$ cat src/rtl/cphy_rx_pkg.sv
// Shared C-PHY slave receive definitions: detector sequence codes and the
// HS receive burst controller state encoding.
package cphy_rx_pkg;

  localparam logic [3:0] SEQ_NONE = 4'b0000;
  localparam logic [3:0] SEQ_PRE  = 4'b0001;
  localparam logic [3:0] SEQ_SYNC = 4'b0010;
  localparam logic [3:0] SEQ_POST = 4'b0100;

  localparam int unsigned SYMS_PER_WORD_DEF = 7;

  typedef enum logic [2:0] {
    IDLE,
    WAIT_PRE,
    WAIT_SYNC,
    DATA,
    DISCARD
  } hs_rx_state_t;

endpackage

$ cat src/rtl/hs_word_aligner.sv
// Symbol-to-word alignment for the HS decoder: symbol index, pending word
// qualification, RxValidHS strobe and the saturating per-burst word count.
module hs_word_aligner
  import cphy_rx_pkg::*;
#(
  parameter int unsigned SYMS_PER_WORD = SYMS_PER_WORD_DEF,
  parameter int unsigned WCNT_W        = 16
) (
  input  logic              RxSymClkHs,
  input  logic              RstN,
  input  logic              burstStart,
  input  logic              syncStart,
  input  logic              symEn,
  input  logic              dropPend,
  output logic [2:0]        SymIdx,
  output logic              RxValidHS,
  output logic [WCNT_W-1:0] WordCnt
);

  localparam logic [2:0] SYM_LAST = 3'(SYMS_PER_WORD - 1);

  logic pendValid;

  always_ff @(posedge RxSymClkHs or negedge RstN) begin
    if (!RstN) begin
      SymIdx    <= '0;
      RxValidHS <= 1'b0;
      WordCnt   <= '0;
      pendValid <= 1'b0;
    end else begin
      RxValidHS <= 1'b0;
      // A completed word is only released once the following edge shows it
      // was not the start of a post or sync pattern.
      if (pendValid) begin
        pendValid <= 1'b0;
        if (!dropPend) begin
          RxValidHS <= 1'b1;
          if (WordCnt != '1)
            WordCnt <= WordCnt + 1'b1;
        end
      end
      if (burstStart) begin
        SymIdx    <= '0;
        WordCnt   <= '0;
        pendValid <= 1'b0;
      end else if (syncStart) begin
        SymIdx <= 3'd1;
      end else if (symEn) begin
        if (SymIdx == SYM_LAST) begin
          SymIdx    <= '0;
          pendValid <= 1'b1;
        end else begin
          SymIdx <= SymIdx + 3'd1;
        end
      end
    end
  end

endmodule

$ cat src/rtl/hs_rx_burst_ctrl.sv
// Per-lane HS receive burst controller: frames preamble/sync/data/post from
// the sequence detector and drives the PPI HS receive strobes and SoT flags.
module hs_rx_burst_ctrl
  import cphy_rx_pkg::*;
#(
  parameter int unsigned SYMS_PER_WORD = SYMS_PER_WORD_DEF,
  parameter int unsigned SYNC_TIMEOUT  = 64,
  parameter int unsigned WCNT_W        = 16
) (
  input  logic              RxSymClkHs,
  input  logic              RstN,
  input  logic              HsRxEn,
  input  logic [3:0]        DetectedSeq,
  input  logic              syncErr,
  input  logic              sotErr,
  output logic              DecEn,
  output logic [2:0]        SymIdx,
  output logic              RxActiveHS,
  output logic              RxSyncHS,
  output logic              RxValidHS,
  output logic [WCNT_W-1:0] WordCnt,
  output logic              BurstDone,
  output logic              ErrSotHS,
  output logic              ErrSotSyncHS
);

  localparam int unsigned     TO_W    = $clog2(SYNC_TIMEOUT + 1);
  localparam logic [TO_W-1:0] TO_LAST = TO_W'(SYNC_TIMEOUT - 1);

  hs_rx_state_t    state;
  logic [TO_W-1:0] toCnt;

  logic isPre, isSync, isPost;
  logic burstStart, syncStart, decEnC, dropPend;

  assign isPre  = (DetectedSeq == SEQ_PRE);
  assign isSync = (DetectedSeq == SEQ_SYNC);
  assign isPost = (DetectedSeq == SEQ_POST);

  // The symbol sampled with an accepted sync is data symbol 0, so the decoder
  // is enabled and the aligner restarted on that same edge.
  always_comb begin
    burstStart = 1'b0;
    syncStart  = 1'b0;
    decEnC     = 1'b0;
    if (HsRxEn) begin
      case (state)
        WAIT_PRE:  burstStart = isPre;
        WAIT_SYNC: begin
          if (isSync && !syncErr) begin
            decEnC    = 1'b1;
            syncStart = 1'b1;
          end
        end
        DATA: begin
          if (!isPost && !(isSync && syncErr)) begin
            decEnC    = 1'b1;
            syncStart = isSync;
          end
        end
        default: ;
      endcase
    end
  end

  assign DecEn    = decEnC;
  assign dropPend = !HsRxEn || isPost || isSync;

  always_ff @(posedge RxSymClkHs or negedge RstN) begin
    if (!RstN) begin
      state        <= IDLE;
      toCnt        <= '0;
      RxActiveHS   <= 1'b0;
      RxSyncHS     <= 1'b0;
      BurstDone    <= 1'b0;
      ErrSotHS     <= 1'b0;
      ErrSotSyncHS <= 1'b0;
    end else begin
      RxSyncHS  <= 1'b0;
      BurstDone <= 1'b0;
      if (!HsRxEn) begin
        state      <= IDLE;
        RxActiveHS <= 1'b0;
      end else begin
        if (sotErr && (state inside {WAIT_SYNC, DATA, DISCARD}))
          ErrSotHS <= 1'b1;
        case (state)
          IDLE: state <= WAIT_PRE;
          WAIT_PRE: begin
            if (isPre) begin
              state        <= WAIT_SYNC;
              RxActiveHS   <= 1'b1;
              ErrSotHS     <= 1'b0;
              ErrSotSyncHS <= 1'b0;
              toCnt        <= '0;
            end
          end
          WAIT_SYNC: begin
            if (isSync) begin
              if (syncErr) begin
                state        <= DISCARD;
                ErrSotSyncHS <= 1'b1;
              end else begin
                state    <= DATA;
                RxSyncHS <= 1'b1;
              end
            end else if (isPre) begin
              toCnt <= '0;
            end else if (toCnt == TO_LAST) begin
              state        <= DISCARD;
              ErrSotSyncHS <= 1'b1;
            end else begin
              toCnt <= toCnt + 1'b1;
            end
          end
          DATA: begin
            if (isPost) begin
              state      <= WAIT_PRE;
              RxActiveHS <= 1'b0;
              BurstDone  <= 1'b1;
            end else if (isSync) begin
              if (syncErr) begin
                state        <= DISCARD;
                ErrSotSyncHS <= 1'b1;
              end else begin
                RxSyncHS <= 1'b1;
              end
            end
          end
          DISCARD: begin
            if (isPost) begin
              state      <= WAIT_PRE;
              RxActiveHS <= 1'b0;
              BurstDone  <= 1'b1;
            end
          end
          default: state <= IDLE;
        endcase
      end
    end
  end

  hs_word_aligner #(
    .SYMS_PER_WORD(SYMS_PER_WORD),
    .WCNT_W       (WCNT_W)
  ) u_aligner (
    .RxSymClkHs(RxSymClkHs),
    .RstN      (RstN),
    .burstStart(burstStart),
    .syncStart (syncStart),
    .symEn     (decEnC),
    .dropPend  (dropPend),
    .SymIdx    (SymIdx),
    .RxValidHS (RxValidHS),
    .WordCnt   (WordCnt)
  );

endmodule

$ cat config.mk
export PLATFORM = sky130hd
export DESIGN_NAME = hs_rx_burst_ctrl
export DESIGN_NICKNAME = d
export VERILOG_FILES = /design/src/rtl/cphy_rx_pkg.sv /design/src/rtl/hs_word_aligner.sv /design/src/rtl/hs_rx_burst_ctrl.sv
export SDC_FILE = /design/constraint.sdc
export NUM_CORES = 1
export LEC_CHECK = 0
export CORE_MARGIN = 2
export CORE_UTILIZATION = 50
export CTS_BUF_LIST = sky130_fd_sc_hd__clkbuf_16
export CTS_CLUSTER_SIZE = 16
export DETAILED_ROUTE_END_ITERATION = 12
export DONT_BUFFER_PORTS = 1
export GPL_TIMING_DRIVEN = 0
export PLACE_DENSITY = 0.75
export SYNTH_ARGS = -nofsm -noshare
export SYNTH_HDL_FRONTEND = slang
export SYNTH_SLANG_ARGS = --single-unit
$ cat constraint.sdc
create_clock -name RxSymClkHs -period 3.4 [get_ports RxSymClkHs]
set_input_delay 0.17 -clock RxSymClkHs [delete_from_list [all_inputs] [get_ports RxSymClkHs]]
set_output_delay 0.17 -clock RxSymClkHs [all_outputs]
set_load 0.05 [all_outputs]
# ---- Word level (Yosys, flattened, before mapping)
# Cells that the tools add are included.
# W data, S select, Z words.
dict set report totals {
  register_bits 36
  in_bits 9
  output_inout_bits 26
  word_cells 125
}
dict set report classes {
  reduce_logical 23
  muxes 62
  eq_ne 26
  n_addsub 3
}
# operator count
set ops {}
lappend ops {{$mux W16} 4}
lappend ops {{$mux W3} 14}
lappend ops {{$mux W1} 33}
lappend ops {{$mux W7} 4}
lappend ops {{$add A16 B1 Y16 const B} 1}
lappend ops {{$ne A16 B16 Y1 const B} 1}
lappend ops {{$pmux W3 S5} 1}
lappend ops {{$pmux W7 S2} 1}
lappend ops {{$ne A3 B3 Y1 const B} 4}
lappend ops {{$ne A4 B4 Y1 const B} 3}
lappend ops {{$ne A2 B2 Y1 const B} 5}
lappend ops {{$ne A3 B2 Y1 const B} 3}
lappend ops {{$reduce_bool A3 Y1} 3}
lappend ops {{$pmux W1 S2} 4}
lappend ops {{$add A7 B1 Y7 const B} 1}
lappend ops {{$eq A7 B6 Y1 const B} 1}
lappend ops {{$reduce_and A7 Y1} 1}
lappend ops {{$eq A3 B2 Y1 const B} 2}
lappend ops {{$eq A3 B3 Y1 const B} 2}
lappend ops {{$reduce_and A3 Y1} 2}
lappend ops {{$reduce_and A6 Y1} 1}
lappend ops {{$reduce_bool A2 Y1} 3}
lappend ops {{$reduce_and A5 Y1} 1}
lappend ops {{$eq A4 B1 Y1 const B} 1}
lappend ops {{11 further kinds} 18}

# ---- Longest topological paths before layout
# Gate-level depths: netlist (run 1).
dict set report logic_depth {
  word_depth 10
  ltp_mapped 7
  mapped_depth_nobuf 6
}

# ---- Hierarchy
# A second synthesis (run 1) with hierarchy kept.
dict set report hier_totals {
  hier_cells 241
  area_unflattened_um2 2240.9
}
# module instances area_per_inst_um2 seq_area_each_um2 cells_per_inst
set modules_own_cells {}
lappend modules_own_cells {hs_word_aligner 1 1214.9 525.5 124}
lappend modules_own_cells {hs_rx_burst_ctrl 1 1026.0 375.4 117}

# ---- Worst setup path after synthesis (run 1)
# No wires, ideal clock.
dict set report synth_timing {
  path_kind {register -> register}
  from {register u_aligner.WordCnt[0]}
  to {register u_aligner.WordCnt[12]}
  path_slack_ns 1.452
  period_less_slack_ns 1.948
  n_path_buf 0
  path_stages_with_launch 7
  required_time_ns 3.333
  arrival_time_ns 1.881
  cell_sequence {dfrtp_1 -> ha_1 -> and4_1 -> o21a_1 -> nand3_1 -> or4_1 -> nand2_1}
}
dict set report synth_via {
  elab_chain_cells 5
  elab_cells_between_ends 8
  classes_between {add/sub: 1; eq/ne: 1; mux: 4; reduce/logical: 2}
}
# element line_no
set synth_lines {}
lappend synth_lines {{from (decl)} hs_word_aligner.sv:17} ;# output logic [WCNT_W-1:0] WordCnt
lappend synth_lines {{from (signal assigned)} hs_word_aligner.sv:39} ;# WordCnt <= WordCnt + 1'b1;
lappend synth_lines {{$add A16 B1 Y16} hs_word_aligner.sv:39}
lappend synth_lines {{$mux W16} hs_word_aligner.sv:38} ;# if (WordCnt != '1)
lappend synth_lines {{$mux W16} hs_word_aligner.sv:36} ;# if (!dropPend) begin
lappend synth_lines {{$mux W16} hs_word_aligner.sv:34} ;# if (pendValid) begin
lappend synth_lines {{$mux W16} hs_word_aligner.sv:42} ;# if (burstStart) begin
# Parallel ways exist; a longest one is shown, timed or not. The select of a mux whose other input is x is not followed.
# A chain may end at the register's enable or synchronous reset.

# ---- Worst setup path after layout (run 1)
# Ends and elaborated chain as after synthesis.

==> results of run 1 <==
## layer usage
layer	wire (µm)	up-vias	part of all wire	GRT usage
li1	-	826	-	-
met1	2026	825	0.44	0.2733
met2	2106	51	0.46	0.3389
met3	326	8	0.071	0.08279
met4	108	0	0.024	0.1029
met5	0	-	0	0
## cell families (layout without fill, tap and decap cells)
logic type,after synthesis,in the layout,share of synthesized area
buffers and inverters,17,27,0.03452
adders and majority gates,2,2,0.01190
AOI/OAI and AO/OA,56,56,0.1893
muxes,2,2,0.01012
and+or+nand+nor,89,89,0.2631
xor gates and xnor gates,15,15,0.06250
DFF,36,36,0.4286
## per-stage QoR
| stage | hold slack [ps] | std cells | area (µm²) | power, mW |
|---|---|---|---|---|
| after global routing | 74.73 | 277 | 2359 | 1.448 |
| after detailed placement | -124.8 | 267 | 2165 | 0.8621 |
| after floorplan | -125.6 | 217 | 2102 | 0.8063 |
| after CTS | 64.09 | 277 | 2359 | 1.391 |
| after global placement | -124.8 | 267 | 2165 | 0.8528 |
| final | 67.79 | 277 | 2359 | 1.379 |
## cell type report
cell class                      instances  area [µm²]  share of cell area
Timing Repair Buffer                    2       30.03             0.01273
Clock inverter                          3       38.79             0.01645
Multi-Input combinational cell        164        1129              0.4785
Clock buffer                            5       125.1             0.05305
Sequential cell                        36       900.9              0.3820
Inverter                                8       30.03             0.01273
Tap cell                               50       62.56             0.02653
Buffer                                  9       42.54             0.01804
## layout by cell type, fill, tap and decap left out, types with 4 or more instances in the layout
master                      Yosys  routed
sky130_fd_sc_hd__dfrtp_1       36      36
sky130_fd_sc_hd__nor2_1        25      25
sky130_fd_sc_hd__o21ai_0       14      14
sky130_fd_sc_hd__a21oi_1       12      12
sky130_fd_sc_hd__nand2_1       10      10
sky130_fd_sc_hd__xnor2_1       10      10
sky130_fd_sc_hd__inv_1          7       8
sky130_fd_sc_hd__nand3_1        8       8
sky130_fd_sc_hd__buf_2          6       6
sky130_fd_sc_hd__nand4_1        6       6
sky130_fd_sc_hd__nand3b_1       5       5
sky130_fd_sc_hd__xor2_1         5       5
sky130_fd_sc_hd__clkbuf_16      0       5
sky130_fd_sc_hd__nand2b_1       4       4
sky130_fd_sc_hd__nor4_1         4       4
sky130_fd_sc_hd__and4_1         4       4
sky130_fd_sc_hd__a211oi_1       4       4
## registers in the layout, indices dropped and copies added (netlist names)
register,flops
ErrSotSyncHS,1
ErrSotHS,1
BurstDone,1
state,3
RxSyncHS,1
toCnt,7
u_aligner.RxValidHS,1
u_aligner.pendValid,1
u_aligner.WordCnt,16
RxActiveHS,1
u_aligner.SymIdx,3
## critical path: stages (launching register included)
cell and delay (ps):
sky130_fd_sc_hd__dfrtp_1 710, sky130_fd_sc_hd__ha_1 290, sky130_fd_sc_hd__and4_1 190, sky130_fd_sc_hd__o21a_1 230, sky130_fd_sc_hd__nand3_1 160, sky130_fd_sc_hd__or4_1 430
sky130_fd_sc_hd__nand2_1 80
## worst paths after layout
check / end / slack [ps] / startpoint / cells past startpoint
hold reg to reg: toCnt[6]$_DFFE_PN0P_ / 510 / toCnt[6]$_DFFE_PN0P_ / 1
min in group asynchronous: u_aligner.WordCnt[2]$_DFFE_PN0P_ / 350 / RstN / 2
max in group asynchronous: BurstDone$_DFF_PN0_ / 2860 / RstN / 2
setup reg to reg: u_aligner.WordCnt[12]$_DFFE_PN0P_ / 1230 / u_aligner.WordCnt[0]$_DFFE_PN0P_ / 6
setup / recovery: u_aligner.WordCnt[12]$_DFFE_PN0P_ / 1230 / u_aligner.WordCnt[0]$_DFFE_PN0P_ / 6
hold / removal: BurstDone$_DFF_PN0_ / 70 / DetectedSeq[1] / 3
## report_power, final
part | total (mW) | switching, mW | internal [mW] | leakage, nW
Sequential | 0.600 | 0.127 | 0.473 | 0.489
Combinational | 0.267 | 0.154 | 0.113 | 0.431
Clock | 0.512 | 0.171 | 0.341 | 0.0850
Total | 1.38 | 0.451 | 0.928 | 1.00
## timing repair
item	CTS	global route
setup buffers	0	0
hold buffers	2	0
endpoints found under the hold margin	36	0
==> results summary, run 1 <==
The flow ran to the end, and the final reports show no timing, DRC or antenna violations. Counting the buffers created by CTS gives 5. The clock transition at the registers of the reported paths is 50 ps.

The area growth from synthesis to layout is 12.20%. The number of synthesized register bits came out at 36. Of all flip-flops after synthesis, the portion carrying an async set or reset was 1.000. Setup repair after global routing left no endpoint under its margin. The summed negative setup slack over all endpoints came out at 0 ps.

The total number of vias came out at between 1500 and 2000. The total nets after synthesis is 228. Data on the critical path arrives at its endpoint at around 2400 ps. The average size of a mapped cell is 9.687 µm². The final wirelength is 4.566 mm. The total global-route track usage came out at 0.2202.

The number of global-route vias before repair came out at 1621. In the post-route analysis, the smallest setup slack over all paths is 1233 ps. The count of final max-slew check failures is 0. The routed via count divided by cell count is 6.173. The slew of the pin with the lowest slew margin is 630.5 ps. The HPWL reported at the end of detailed placement is 3.171 mm.

The minimum clock period after layout came out at 2167 ps. TritonCTS built the clock tree. The minimum setup slack after placement is ~1300 ps. By area the synthesized netlist is led by sky130_fd_sc_hd__dfrtp_1 (43%), sky130_fd_sc_hd__nor2_1 (4.5%), sky130_fd_sc_hd__xnor2_1 (4.2%). The worst-case headroom to the max-slew limit came out at 0.5797.

Post-CTS repair changed the size of 0 cells. The die width is 68.84 µm. The timing-limited maximum frequency came out at 0.4615 GHz. For this run the aggregate overflow at the end of global routing stands at 0. The site row count is 23.

The net total in the final layout came out at 237. The count of unique library cells instantiated by Yosys is 58. The number of levels the H-tree was split into is 2. The later-pin clock latency in the skew report is 280 ps. The number of hold violations in the final report came out at 0. The sequential area share after synthesis came out at 0.4286. The filler cell count in the final layout is 367. The required arrival time at the worst endpoint is 3620 ps. The synthesized design contains 0 enable-type register cells.

The critical path start-end classification is reg -> reg. The number of diodes came out at 0. The final weighted congestion in routability-driven placement came out at 0.8113. The number of setup violations in the final report is 0. The share of the synthesized area in the top cell type is 0.4286. In the final layout, the share of cells above drive strength 1 is 0.1322. The cell type with the largest total area after synthesis is sky130_fd_sc_hd__dfrtp_1. The root buffer cell chosen for the clock tree is sky130_fd_sc_hd__clkbuf_16.

The most used flip-flop cell after synthesis is sky130_fd_sc_hd__dfrtp_1. The number of antenna violations at the first check in global routing came out at 0. The top-level I/O count came out at 35. The post-synth design cell area came out at between 2000 and 2500 µm². The full die area came out at ~4700 µm².

In this run the static leakage power is ~1 nW. During placement, the flow inserted port buffers numbering 0. For this configuration, the core starts out at a cell density of 0.5217. Counting along the longest clock path gives a buffer depth of 2. The post-route fraction of the period consumed by the critical path came out at 0.6373. The average wire per standard cell is approximately 16 µm. The first global-routing pass estimated 7.596 mm of wire.

The core region is just over 4000 µm². In this run the worst hold path is classified as in -> reg. Entering global routing, the biggest net connects 37 pins. The power density over the cells came out at just under 600 nW/µm². The commonest cells after synthesis are sky130_fd_sc_hd__dfrtp_1 (36), sky130_fd_sc_hd__nor2_1 (25), sky130_fd_sc_hd__o21ai_0 (14), sky130_fd_sc_hd__a21oi_1 (12). For this run, design rule violations remaining after detail routing come to 0. The detailed-router iteration count before antenna repair is 4.

The number of design-rule violations left by the first detailed-router iteration came out at 90. STA classifies the critical path startpoint as a register. Max-cap violations in this run came to 0.

By instance count, the leading cell after synthesis is sky130_fd_sc_hd__dfrtp_1. VDD sags by at most 0.3476 mV. The die span in y is approximately 70 µm. Yosys printed 0 warnings. The largest driver fanout on the critical path came out at 5. STA classifies the critical path endpoint as a register. Synthesis handed over a netlist of 217 instances. The number of clock sinks is 36.

The remaining antenna violation count after routing is 0. The final core utilization came out at 0.5854. The clock skew after layout is 4.109 ps.
(Power assumes the default switching activity.)
==> run 2: changes to the inputs <==
==> constraint.sdc (replaced) <==
create_clock -name RxSymClkHs -period 2.2 [get_ports RxSymClkHs]
set_input_delay 0.11 -clock RxSymClkHs [delete_from_list [all_inputs] [get_ports RxSymClkHs]]
set_output_delay 0.11 -clock RxSymClkHs [all_outputs]
set_load 0.05 [all_outputs]
==> results summary, run 2 (synthesized netlist as in run 1, its figures left out) <==
Result of the run: completed (unchanged). The post-route fraction of the period consumed by the critical path is 0.9598 (was 0.6373). The final weighted congestion in routability-driven placement is 0.8113 (unchanged). The leading cell type in the layout, fill and taps excluded is sky130_fd_sc_hd__dfrtp_1 (unchanged). The timing-limited maximum frequency came to 0.4736 GHz (was 0.4615 GHz). The largest net degree at the start of global routing came out at 37 (unchanged).

The number of hold violations in the final report is 0 (unchanged). The critical path start-end classification is reg -> reg (unchanged). Most used cells in the layout excluding fill and tap cells: sky130_fd_sc_hd__dfrtp_1 (30), sky130_fd_sc_hd__nor2_1 (24), sky130_fd_sc_hd__o21ai_0 (14), sky130_fd_sc_hd__a21oi_1 (12) (was sky130_fd_sc_hd__dfrtp_1 (36), sky130_fd_sc_hd__nor2_1 (25), sky130_fd_sc_hd__o21ai_0 (14), sky130_fd_sc_hd__a21oi_1 (12)). The number of flip-flops in the largest register is 16 (unchanged). The number of clock buffers inserted by TritonCTS is 5 (unchanged). The sum of overflow across all layers after global routing came to 0 (unchanged). The number of global-route vias before repair came out at 1621 (unchanged). The count of final max-slew check failures came out at 0 (unchanged). The number of diodes came out at 0 (unchanged). The largest driver fanout on the critical path came out at 7 (was 5). The initial core utilization came to 0.5217 (unchanged). Largest registers: u_aligner.WordCnt: 16 flops, toCnt: 7 flops (unchanged).

The average wire per standard cell came out at 16.62 µm (was 16.48 µm). The slowest library cell on the worst path is sky130_fd_sc_hd__dfrtp_1 (unchanged). CP cell instances: nand3_1 > nor2_1 > nand3_1 > or4_1 > nand2_1 (was ha_1 > and4_1 > o21a_1 > nand3_1 > or4_1 > nand2_1). The data arrival time of the critical path came out at 2330 ps (was 2390 ps). The startpoint type of the worst setup path is a register (unchanged). The total global-route track usage is 0.2202 (unchanged). The full die area is 4739 µm² (unchanged).

The critical path's largest stage delay is 700 ps (was 710 ps). The clock skew after layout is 4.639 ps (was 4.109 ps). The top-level I/O count came to 35 (unchanged).

The number of max-cap violations came out at 0 (unchanged). The net total in the final layout came out at 237 (unchanged). The remaining antenna violation count after routing came out at 0 (unchanged).

The HPWL reported at the end of detailed placement is 3.171 mm (unchanged). The number of design-rule violations left by the first detailed-router iteration is 89 (was 90). The static leakage came out at 0.9942 nW (was 1.004 nW). The die span in y is 68.84 µm (unchanged). The worst-case headroom to the max-slew limit came out at 0.5781 (was 0.5797). The maximum VDD drop is 0.5368 mV (was 0.3476 mV). The number of setup violations in the final report was 0 (unchanged). The first-pass GRT wire length is 7.596 mm (unchanged). The required arrival time at the worst endpoint came out at 2420 ps (was 3620 ps).

The clock tree root buffer cell is sky130_fd_sc_hd__clkbuf_16 (unchanged). The later-pin clock latency in the skew report is 280 ps (about the same). The minimum clock period after layout is 2111 ps (was 2167 ps).

The routed via count divided by cell count is 6.152 (was 6.173). The number of levels the H-tree was split into came out at 2 (unchanged). The total power came out at 2.131 mW (was 1.379 mW). The total number of vias came to 1704 (was 1710). The power density over the cells was 899.7 nW/µm² (was 584.8 nW/µm²). The site row count came out at 23 (unchanged). The die width came out at 68.84 µm (unchanged). The clock transition at the registers of the reported paths is 50 ps (about the same). The final wirelength came out at 4.603 mm (was 4.566 mm). The share of final-layout standard cells stronger than drive strength 1 came out at 0.1630 (was 0.1322). The kind of end point of the critical path was a register (unchanged). The DRC violation count after routing came out at 0 (unchanged). The maximum root-to-sink buffer count came out at 2 (unchanged). The number of buffers added on ports came out at 0 (unchanged). The area of the placeable core is 4029 µm² (unchanged). The class of the tightest hold or removal check is in -> reg (unchanged). The final core utilization was 0.5879 (was 0.5854). The most numerous cell on the critical path is sky130_fd_sc_hd__nand3_1.

The number of clock sinks came out at 36 (unchanged). The detailed-router iteration count before antenna repair is 5 (was 4). The largest register by flop count is u_aligner.WordCnt (unchanged). The summed negative setup slack over all endpoints is 0 ps (unchanged). The layout overhead on the synthesized area came to 12.68% (was 12.20%). The CTS tree is done (unchanged). The slew of the pin with the lowest slew margin was 632.9 ps (was 630.5 ps). The number of antenna violations at the first check in global routing was 0 (unchanged). The filler cell count in the final layout came out at 365 (was 367).
## run 2: cell counts in the layout (fill, tap and decap cells not counted)
Identical to the previous run, type by type.
## run 2: per-layer routing
layer  share of wire  global-route usage
met1            0.44              0.2733
met2            0.47              0.3389
met3           0.066             0.08279
met4           0.025              0.1029
met5               0                   0
## run 2: repair_timing
item	CTS	global route
endpoints found under the setup margin	0	9
setup buffers	0	0
resized for setup	0	7
hold buffers	2	0
hold endpoints to repair	36	0
## run 2: stage by stage
step | instances | setup slack, ps | instance area, µm² | hold WS [ps]
6_report | 277 | 88.53 | 2369 | 9.728
5_1_grt | 277 | -0.3546 | 2369 | 14.73
2_1_floorplan | 217 | 252.1 | 2102 | -185.6
4_1_cts | 277 | 47.32 | 2359 | 4.090
3_3_place_gp | 267 | 76.33 | 2165 | -184.8
3_5_place_dp | 267 | 69.81 | 2165 | -184.8
## run 2: critical path, delay by kind of cell, from the launching register on
family	cells	cell delay, ps
flip-flops	1	700
AND/OR/NAND/NOR	5	1340
## run 2: layout make-up
class	instances	area, µm²	area share
Sequential cell	36	908.4	0.3835
Clock buffer	5	125.1	0.05283
Clock inverter	3	38.79	0.01638
Tap cell	50	62.56	0.02641
Inverter	8	30.03	0.01268
Timing Repair Buffer	2	30.03	0.01268
Buffer	9	42.54	0.01796
Multi-Input combinational cell	164	1131	0.4775
## run 2: path summary, 6_finish.rpt
path                                             startpoint                                 to  slack [ps]  cells past startpoint
max                        u_aligner.WordCnt[7]$_DFFE_PN0P_  u_aligner.WordCnt[12]$_DFFE_PN0P_          90                      5
min                                          DetectedSeq[1]                BurstDone$_DFF_PN0_          10                      3
max reg2reg                u_aligner.WordCnt[7]$_DFFE_PN0P_  u_aligner.WordCnt[12]$_DFFE_PN0P_          90                      5
min reg2reg                            toCnt[6]$_DFFE_PN0P_               toCnt[6]$_DFFE_PN0P_         510                      1
max in group asynchronous                              RstN   u_aligner.WordCnt[0]$_DFFE_PN0P_        1710                      2
min in group asynchronous                              RstN   u_aligner.WordCnt[2]$_DFFE_PN0P_         300                      2
## run 2: where the power goes
group / internal, mW / switching [mW]
Combinational: 0.175 / 0.239
Sequential: 0.731 / 0.196
Clock: 0.528 / 0.262
